[config.mk]
export PLATFORM = sky130hd
export DESIGN_NAME = sub_pipe2
export DESIGN_NICKNAME = d
export VERILOG_FILES = /design/src/rtl/sub_pipe_defs.sv /design/src/rtl/sub_half.sv /design/src/rtl/sub_pipe2.sv
export SDC_FILE = /design/constraint.sdc
export NUM_CORES = 1
export LEC_CHECK = 0
export BUFFER_PORTS_ARGS = -buffer_cell sky130_fd_sc_hd__buf_2
export CAP_MARGIN = 20
export CORE_UTILIZATION = 60
export DETAILED_ROUTE_END_ITERATION = 6
export PLACE_DENSITY = 0.86
export SLEW_MARGIN = 40
export SYNTH_ARGS = -nofsm -noshare
export SYNTH_HDL_FRONTEND = slang
export SYNTH_SLANG_ARGS = --single-unit
[constraint.sdc]
create_clock -name clk -period 5.1 [get_ports clk]
set_clock_uncertainty 0.1 [all_clocks]
set_input_delay 0.255 -clock clk [delete_from_list [all_inputs] [get_ports clk]]
set_output_delay 0.255 -clock clk [all_outputs]
set_load 0.02 [all_outputs]
[src/rtl/sub_pipe_defs.sv]
// Shared definitions for the two-stage pipelined subtractor (sub_pipe2).
//   DefaultWidth : default operand width
//   Half         : half of the default width (one pipeline stage's slice)
//   Rst*         : reset values of the stage registers
package sub_pipe_defs;

  localparam int unsigned DefaultWidth = 32;
  localparam int unsigned Half         = DefaultWidth / 2;

  localparam logic RstValid  = 1'b0;
  localparam logic RstBorrow = 1'b0;
  localparam logic RstFlag   = 1'b0;

endpackage

[src/rtl/sub_half.sv]
// Combinational H-bit subtract with borrow: {o_bout, o_diff} = i_a - i_b - i_bin.
// Ports:
//   i_a, i_b  in  H  minuend / subtrahend slice
//   i_bin     in  1  borrow-in
//   o_diff    out H  difference modulo 2^H
//   o_bout    out 1  borrow-out (unsigned i_a < i_b + i_bin)
module sub_half
  import sub_pipe_defs::*;
#(
  parameter int unsigned H = Half
) (
  input  logic [H-1:0] i_a,
  input  logic [H-1:0] i_b,
  input  logic         i_bin,
  output logic [H-1:0] o_diff,
  output logic         o_bout
);

  logic [H:0] w_full;

  // Computed one bit wider; a borrow shows up as the extra MSB wrapping to 1.
  assign w_full = {1'b0, i_a} - {1'b0, i_b} - {{H{1'b0}}, i_bin};
  assign o_diff = w_full[H-1:0];
  assign o_bout = w_full[H];

endmodule

[src/rtl/sub_pipe2.sv]
// Two-stage pipelined subtractor: out_diff = in_a - in_b - in_bin (mod 2^WIDTH).
// Stage 1 subtracts the low half, stage 2 the high half using the registered borrow.
// Valid/ready handshake on both sides with full backpressure support.
// Optional flags (out_zero/out_ovf/out_lt) are built only when SUB_PIPE_FLAGS_EN is defined;
// otherwise they read 0.
// Ports:
//   clk, rst_n            clock (rising edge), async active-low reset
//   in_valid / in_ready   operand handshake
//   in_a, in_b, in_bin    minuend, subtrahend, borrow-in
//   out_valid / out_ready result handshake
//   out_diff, out_bout    difference and borrow-out
//   out_zero, out_ovf, out_lt  diff==0, signed overflow, signed less-than
module sub_pipe2
  import sub_pipe_defs::*;
#(
  parameter int unsigned WIDTH = DefaultWidth  // must be even
) (
  input  logic             clk,
  input  logic             rst_n,
  input  logic             in_valid,
  output logic             in_ready,
  input  logic [WIDTH-1:0] in_a,
  input  logic [WIDTH-1:0] in_b,
  input  logic             in_bin,
  output logic             out_valid,
  input  logic             out_ready,
  output logic [WIDTH-1:0] out_diff,
  output logic             out_bout,
  output logic             out_zero,
  output logic             out_ovf,
  output logic             out_lt
);

  localparam int unsigned H = WIDTH / 2;

  logic         r_s1_valid;
  logic         r_s2_valid;
  logic [H-1:0] r_diff_lo;
  logic         r_borrow_lo;
  logic [H-1:0] r_a_hi;
  logic [H-1:0] r_b_hi;
  logic [WIDTH-1:0] r_diff;
  logic         r_bout;

  logic         w_s1_load;
  logic         w_s2_adv;
  logic         w_s1_valid_d;
  logic         w_s2_valid_d;
  logic [H-1:0] w_lo_diff;
  logic         w_lo_bout;
  logic [H-1:0] w_hi_diff;
  logic         w_hi_bout;

  // Handshake: stage 2 frees up when empty or when the consumer takes it this cycle.
  assign w_s2_adv  = r_s1_valid & (~r_s2_valid | out_ready);
  assign in_ready  = ~r_s1_valid | w_s2_adv;
  assign w_s1_load = in_valid & in_ready;

  assign w_s1_valid_d = w_s1_load | (r_s1_valid & ~w_s2_adv);
  assign w_s2_valid_d = w_s2_adv | (r_s2_valid & ~out_ready);

  sub_half #(
    .H (H)
  ) u_sub_lo (
    .i_a    (in_a[H-1:0]),
    .i_b    (in_b[H-1:0]),
    .i_bin  (in_bin),
    .o_diff (w_lo_diff),
    .o_bout (w_lo_bout)
  );

  sub_half #(
    .H (H)
  ) u_sub_hi (
    .i_a    (r_a_hi),
    .i_b    (r_b_hi),
    .i_bin  (r_borrow_lo),
    .o_diff (w_hi_diff),
    .o_bout (w_hi_bout)
  );

  always_ff @(posedge clk or negedge rst_n) begin
    if (!rst_n) begin
      r_s1_valid <= RstValid;
      r_s2_valid <= RstValid;
    end else begin
      r_s1_valid <= w_s1_valid_d;
      r_s2_valid <= w_s2_valid_d;
    end
  end

  // Stage 1 data: loads only on accept so held operands survive bubbles.
  always_ff @(posedge clk or negedge rst_n) begin
    if (!rst_n) begin
      r_diff_lo   <= '0;
      r_borrow_lo <= RstBorrow;
      r_a_hi      <= '0;
      r_b_hi      <= '0;
    end else if (w_s1_load) begin
      r_diff_lo   <= w_lo_diff;
      r_borrow_lo <= w_lo_bout;
      r_a_hi      <= in_a[WIDTH-1:H];
      r_b_hi      <= in_b[WIDTH-1:H];
    end
  end

  // Stage 2 data: loads only on stage advance, so a stalled result stays stable.
  always_ff @(posedge clk or negedge rst_n) begin
    if (!rst_n) begin
      r_diff <= '0;
      r_bout <= RstBorrow;
    end else if (w_s2_adv) begin
      r_diff <= {w_hi_diff, r_diff_lo};
      r_bout <= w_hi_bout;
    end
  end

  assign out_valid = r_s2_valid;
  assign out_diff  = r_diff;
  assign out_bout  = r_bout;

`ifdef SUB_PIPE_FLAGS_EN
  logic r_zero_lo;
  logic r_zero;
  logic r_ovf;
  logic r_lt;
  logic w_ovf;

  // Sign bits come from the registered upper operand halves.
  assign w_ovf = (r_a_hi[H-1] != r_b_hi[H-1]) & (w_hi_diff[H-1] != r_a_hi[H-1]);

  always_ff @(posedge clk or negedge rst_n) begin
    if (!rst_n) begin
      r_zero_lo <= RstFlag;
    end else if (w_s1_load) begin
      r_zero_lo <= (w_lo_diff == '0);
    end
  end

  // Zero is split across stages so no single stage does a full-width compare.
  always_ff @(posedge clk or negedge rst_n) begin
    if (!rst_n) begin
      r_zero <= RstFlag;
      r_ovf  <= RstFlag;
      r_lt   <= RstFlag;
    end else if (w_s2_adv) begin
      r_zero <= r_zero_lo & (w_hi_diff == '0);
      r_ovf  <= w_ovf;
      r_lt   <= w_hi_diff[H-1] ^ w_ovf;
    end
  end

  assign out_zero = r_zero;
  assign out_ovf  = r_ovf;
  assign out_lt   = r_lt;
`else
  assign out_zero = 1'b0;
  assign out_ovf  = 1'b0;
  assign out_lt   = 1'b0;
`endif

endmodule

==> impl_metrics.env <==
export IMPL_firstDrtPassIters=4
export IMPL_path_clk_slew_ns=0.09
export IMPL_setup_viol=0
export IMPL_synth_distinct_cells=56
export IMPL_cts_tree="built"
export IMPL_core_area_sq_mm=0.00872
export IMPL_layout_commonest_cell="buf_2"
export IMPL_route_detailed_drc=0
export IMPL_internal_power_w=0.00157
export IMPL_hold_path_startpoint="in_valid"
export IMPL_netlist_instances=559
export IMPL_ios=107
export IMPL_reg2reg_to="out_diff[30]$_DFFE_PN0P_"
export IMPL_ant_nets=0
export IMPL_clock_sinks=84
export IMPL_critPathKind="reg -> reg"
export IMPL_initial_core_util_pct=61.8
export IMPL_min_delay_worst_endpoint="r_s1_valid$_DFF_PN0_"
export IMPL_drv_slew=0
export IMPL_routedWlPerCell_um=13.1
export IMPL_power_leakage_nw=3.18
export IMPL_drt_total_wl_um=10100
export IMPL_synthesis_area_sq_mm=0.00539
export IMPL_r2r_slack_ns=2.25
export IMPL_area_growth_pct=14.1
export IMPL_fp_row_count=34
export IMPL_p_per_area_mw_per_mm2=428
export IMPL_tns_ns=0
export IMPL_cp_end_kind="flop"
export IMPL_switching_share_pct=40.5
export IMPL_die_w_um=96.8
export IMPL_tightestPinTransition_ns=0.731
export IMPL_power_frac_clock_pct=16.6
export IMPL_grt_pass1_vias=3971
export IMPL_yosysWarnings=0
export IMPL_grt_remaining_overflow=0
export IMPL_vias=4092
export IMPL_clock_path_buffers=2
export IMPL_grt_first_pass_wirelength_um=17500
export IMPL_final_hold_viol_count=0
export IMPL_max_clock_freq_mhz=351
export IMPL_reg2reg_from="r_borrow_lo$_DFFE_PN0P_"
export IMPL_gp_congestion=0.925
export IMPL_yosysSeqAreaShare_pct=39.0
export IMPL_viasPerCell=5.33
export IMPL_syn_avg_cell_area_sq_um=9.64
export IMPL_arrival_ns=2.94
export IMPL_async_reset_ff_share_pct=100
export IMPL_synthFlopType="dfrtp_1"
export IMPL_drtIter0Drc=127
export IMPL_cp_startpoint="r_borrow_lo$_DFFE_PN0P_"
export IMPL_cts_root_buf="clkbuf_8"
export IMPL_crit_fanout=3
export IMPL_htree_levels=3
export IMPL_power_share_sequential_pct=36.4
export IMPL_fillers=637
export IMPL_min_path_type="in -> reg"
export IMPL_combPwrFrac_pct=47.0
export IMPL_start_kind="flop"
export IMPL_min_path_cells=2
export IMPL_ir_drop_mv=0.195
export IMPL_die_height_um=96.8
export IMPL_placed_cell_area_sq_mm=0.00596
export IMPL_clkLatencyLatePin_ns=0.35
export IMPL_grt_usage_pct=22.7
export IMPL_numCtsBuffers=9
export IMPL_worstPathRequired_ns=5.19
export IMPL_switching_power_w=0.00107
export IMPL_rr_worst_depth=10
export IMPL_port_buffers=103
export IMPL_layout_common_cells="102 x buf_2, 94 x inv_1, 84 x dfrtp_1"
export IMPL_ys_ff_latch=84
export IMPL_n_antenna_cell=0
export IMPL_status="complete, no violations"
export IMPL_rsz0062_at_grt="no"
export IMPL_grt_max_degree=85
export IMPL_die_area_sq_mm=0.00936
export IMPL_cts_resized=0
export IMPL_antenna_found_initial=0
export IMPL_min_period_over_period_pct=55.9
export IMPL_period_needed_ns=2.85
export IMPL_layout_nets=788
export IMPL_layout_drive_gt1_share_pct=26.8
export IMPL_slew_headroom_pct=51.3
export IMPL_drv_cap=0
export IMPL_fin_area_sq_mm=0.00615
export IMPL_dpl_hpwl_um=7810
export IMPL_synth_edff_count=0
export IMPL_finish_utilization_pct=70.5
-- power groups by stage --
stage | clock network, W | logic [W] | registers [W]
6_report | 0.000437 | 0.00124 | 0.000958
5_1_grt | 0.000471 | 0.00137 | 0.000982
4_1_cts | 0.000448 | 0.00124 | 0.000960
3_5_place_dp | 0 | 0.00123 | 0.000975
3_3_place_gp | 0 | 0.00120 | 0.000961
2_1_floorplan | 0 | 0.000761 | 0.00110
-- worst max-delay path, cell delays in order (launching register included) --
cell	delay [ns]
dfrtp_1	0.39
inv_1	0.08
fa_1	0.23
inv_1	0.08
fa_1	0.40
a21boi_0	0.38
o221ai_2	0.20
or2_2	0.32
a21oi_1	0.16
mux2i_1	0.19
o311ai_0	0.16
-- cells by family (layout without fill, tap and decap cells) --
logic type,Yosys count,in the layout,synth area share [%]
and+or+nand+nor,109,109,9.43
buffers and inverters,116,215,8.64
xor gates and xnor gates,29,29,4.72
adders and majority gates,64,64,15.4
DFF,84,84,39.0
other,1,3,0.0696
AOI/OAI and AO/OA,106,106,12.3
muxes,50,50,10.4
-- worst max-delay path by stage --
stage / endpoint / slack, ns / depth (start not counted)
after floorplan: out_diff[30]$_DFFE_PN0P_ / 2.59 / 10
after global placement: out_diff[25]$_DFFE_PN0P_ / 2.34 / 9
after detailed placement: out_diff[30]$_DFFE_PN0P_ / 2.30 / 10
after CTS: out_diff[30]$_DFFE_PN0P_ / 2.27 / 10
after global routing: out_diff[30]$_DFFE_PN0P_ / 2.02 / 10
final: out_diff[30]$_DFFE_PN0P_ / 2.25 / 10
-- synth_stat cells (all sizes together) (5+ instances only) --
library cell | instances | area, sq um
a21o | 5 | 37.5
dfrtp | 84 | 2100
ha | 60 | 751
xnor2 | 14 | 123
nand4 | 5 | 31.3
buf | 8 | 60.1
a21oi | 20 | 100
inv | 94 | 353
o21a | 7 | 52.6
o21ai | 45 | 229
clkbuf | 14 | 52.6
xor2 | 15 | 131
nor2 | 22 | 82.6
mux2 | 48 | 541
nand2 | 50 | 188
nor3 | 5 | 25.0
-- area by class of cell --
| type | instances | area, sq um | share of cell area, % |
|---|---|---|---|
| Tap cell | 108 | 135 | 2.20 |
| Clock buffer | 9 | 124 | 2.01 |
| Timing Repair Buffer | 105 | 539 | 8.77 |
| Clock inverter | 7 | 58.8 | 0.956 |
| Inverter | 94 | 353 | 5.74 |
| Multi-Input combinational cell | 361 | 2840 | 46.1 |
| Sequential cell | 84 | 2100 | 34.2 |
-- metrics by stage --
step	hold WS [ns]	cells	power, W	worst slack, ns
floorplan	-0.141	561	0.00186	2.59
global placement	0.357	751	0.00216	2.34
detailed placement	0.247	751	0.00221	2.30
CTS	0.00109	768	0.00265	2.27
global route	0.0110	768	0.00282	2.02
finish	0.0158	768	0.00263	2.25
-- what timing repair did --
item                                   4_1_cts  5_1_grt
hold buffers                                 1        0
endpoints found under the hold margin       84        0
setup buffers                                0        0
-- metal layers --
| layer | GRT usage [%] | part of all wire [%] | vias up | wire [um] |
|---|---|---|---|---|
| li1 | - | - | 2054 | - |
| met1 | 28.1 | 43 | 1912 | 4280 |
| met2 | 40.0 | 52 | 112 | 5210 |
| met3 | 3.83 | 4.1 | 14 | 409 |
| met4 | 8.04 | 1.6 | 0 | 161 |
| met5 | 0 | 0 | - | 0 |
-- registers in the layout (all words and copies together), names as in the netlist --
name         cells
out_diff        32
r_a_hi          16
r_b_hi          16
r_diff_lo       16
out_bout         1
out_valid        1
r_borrow_lo      1
r_s1_valid       1
No activity file was read; power rests on OpenSTA's default activity.
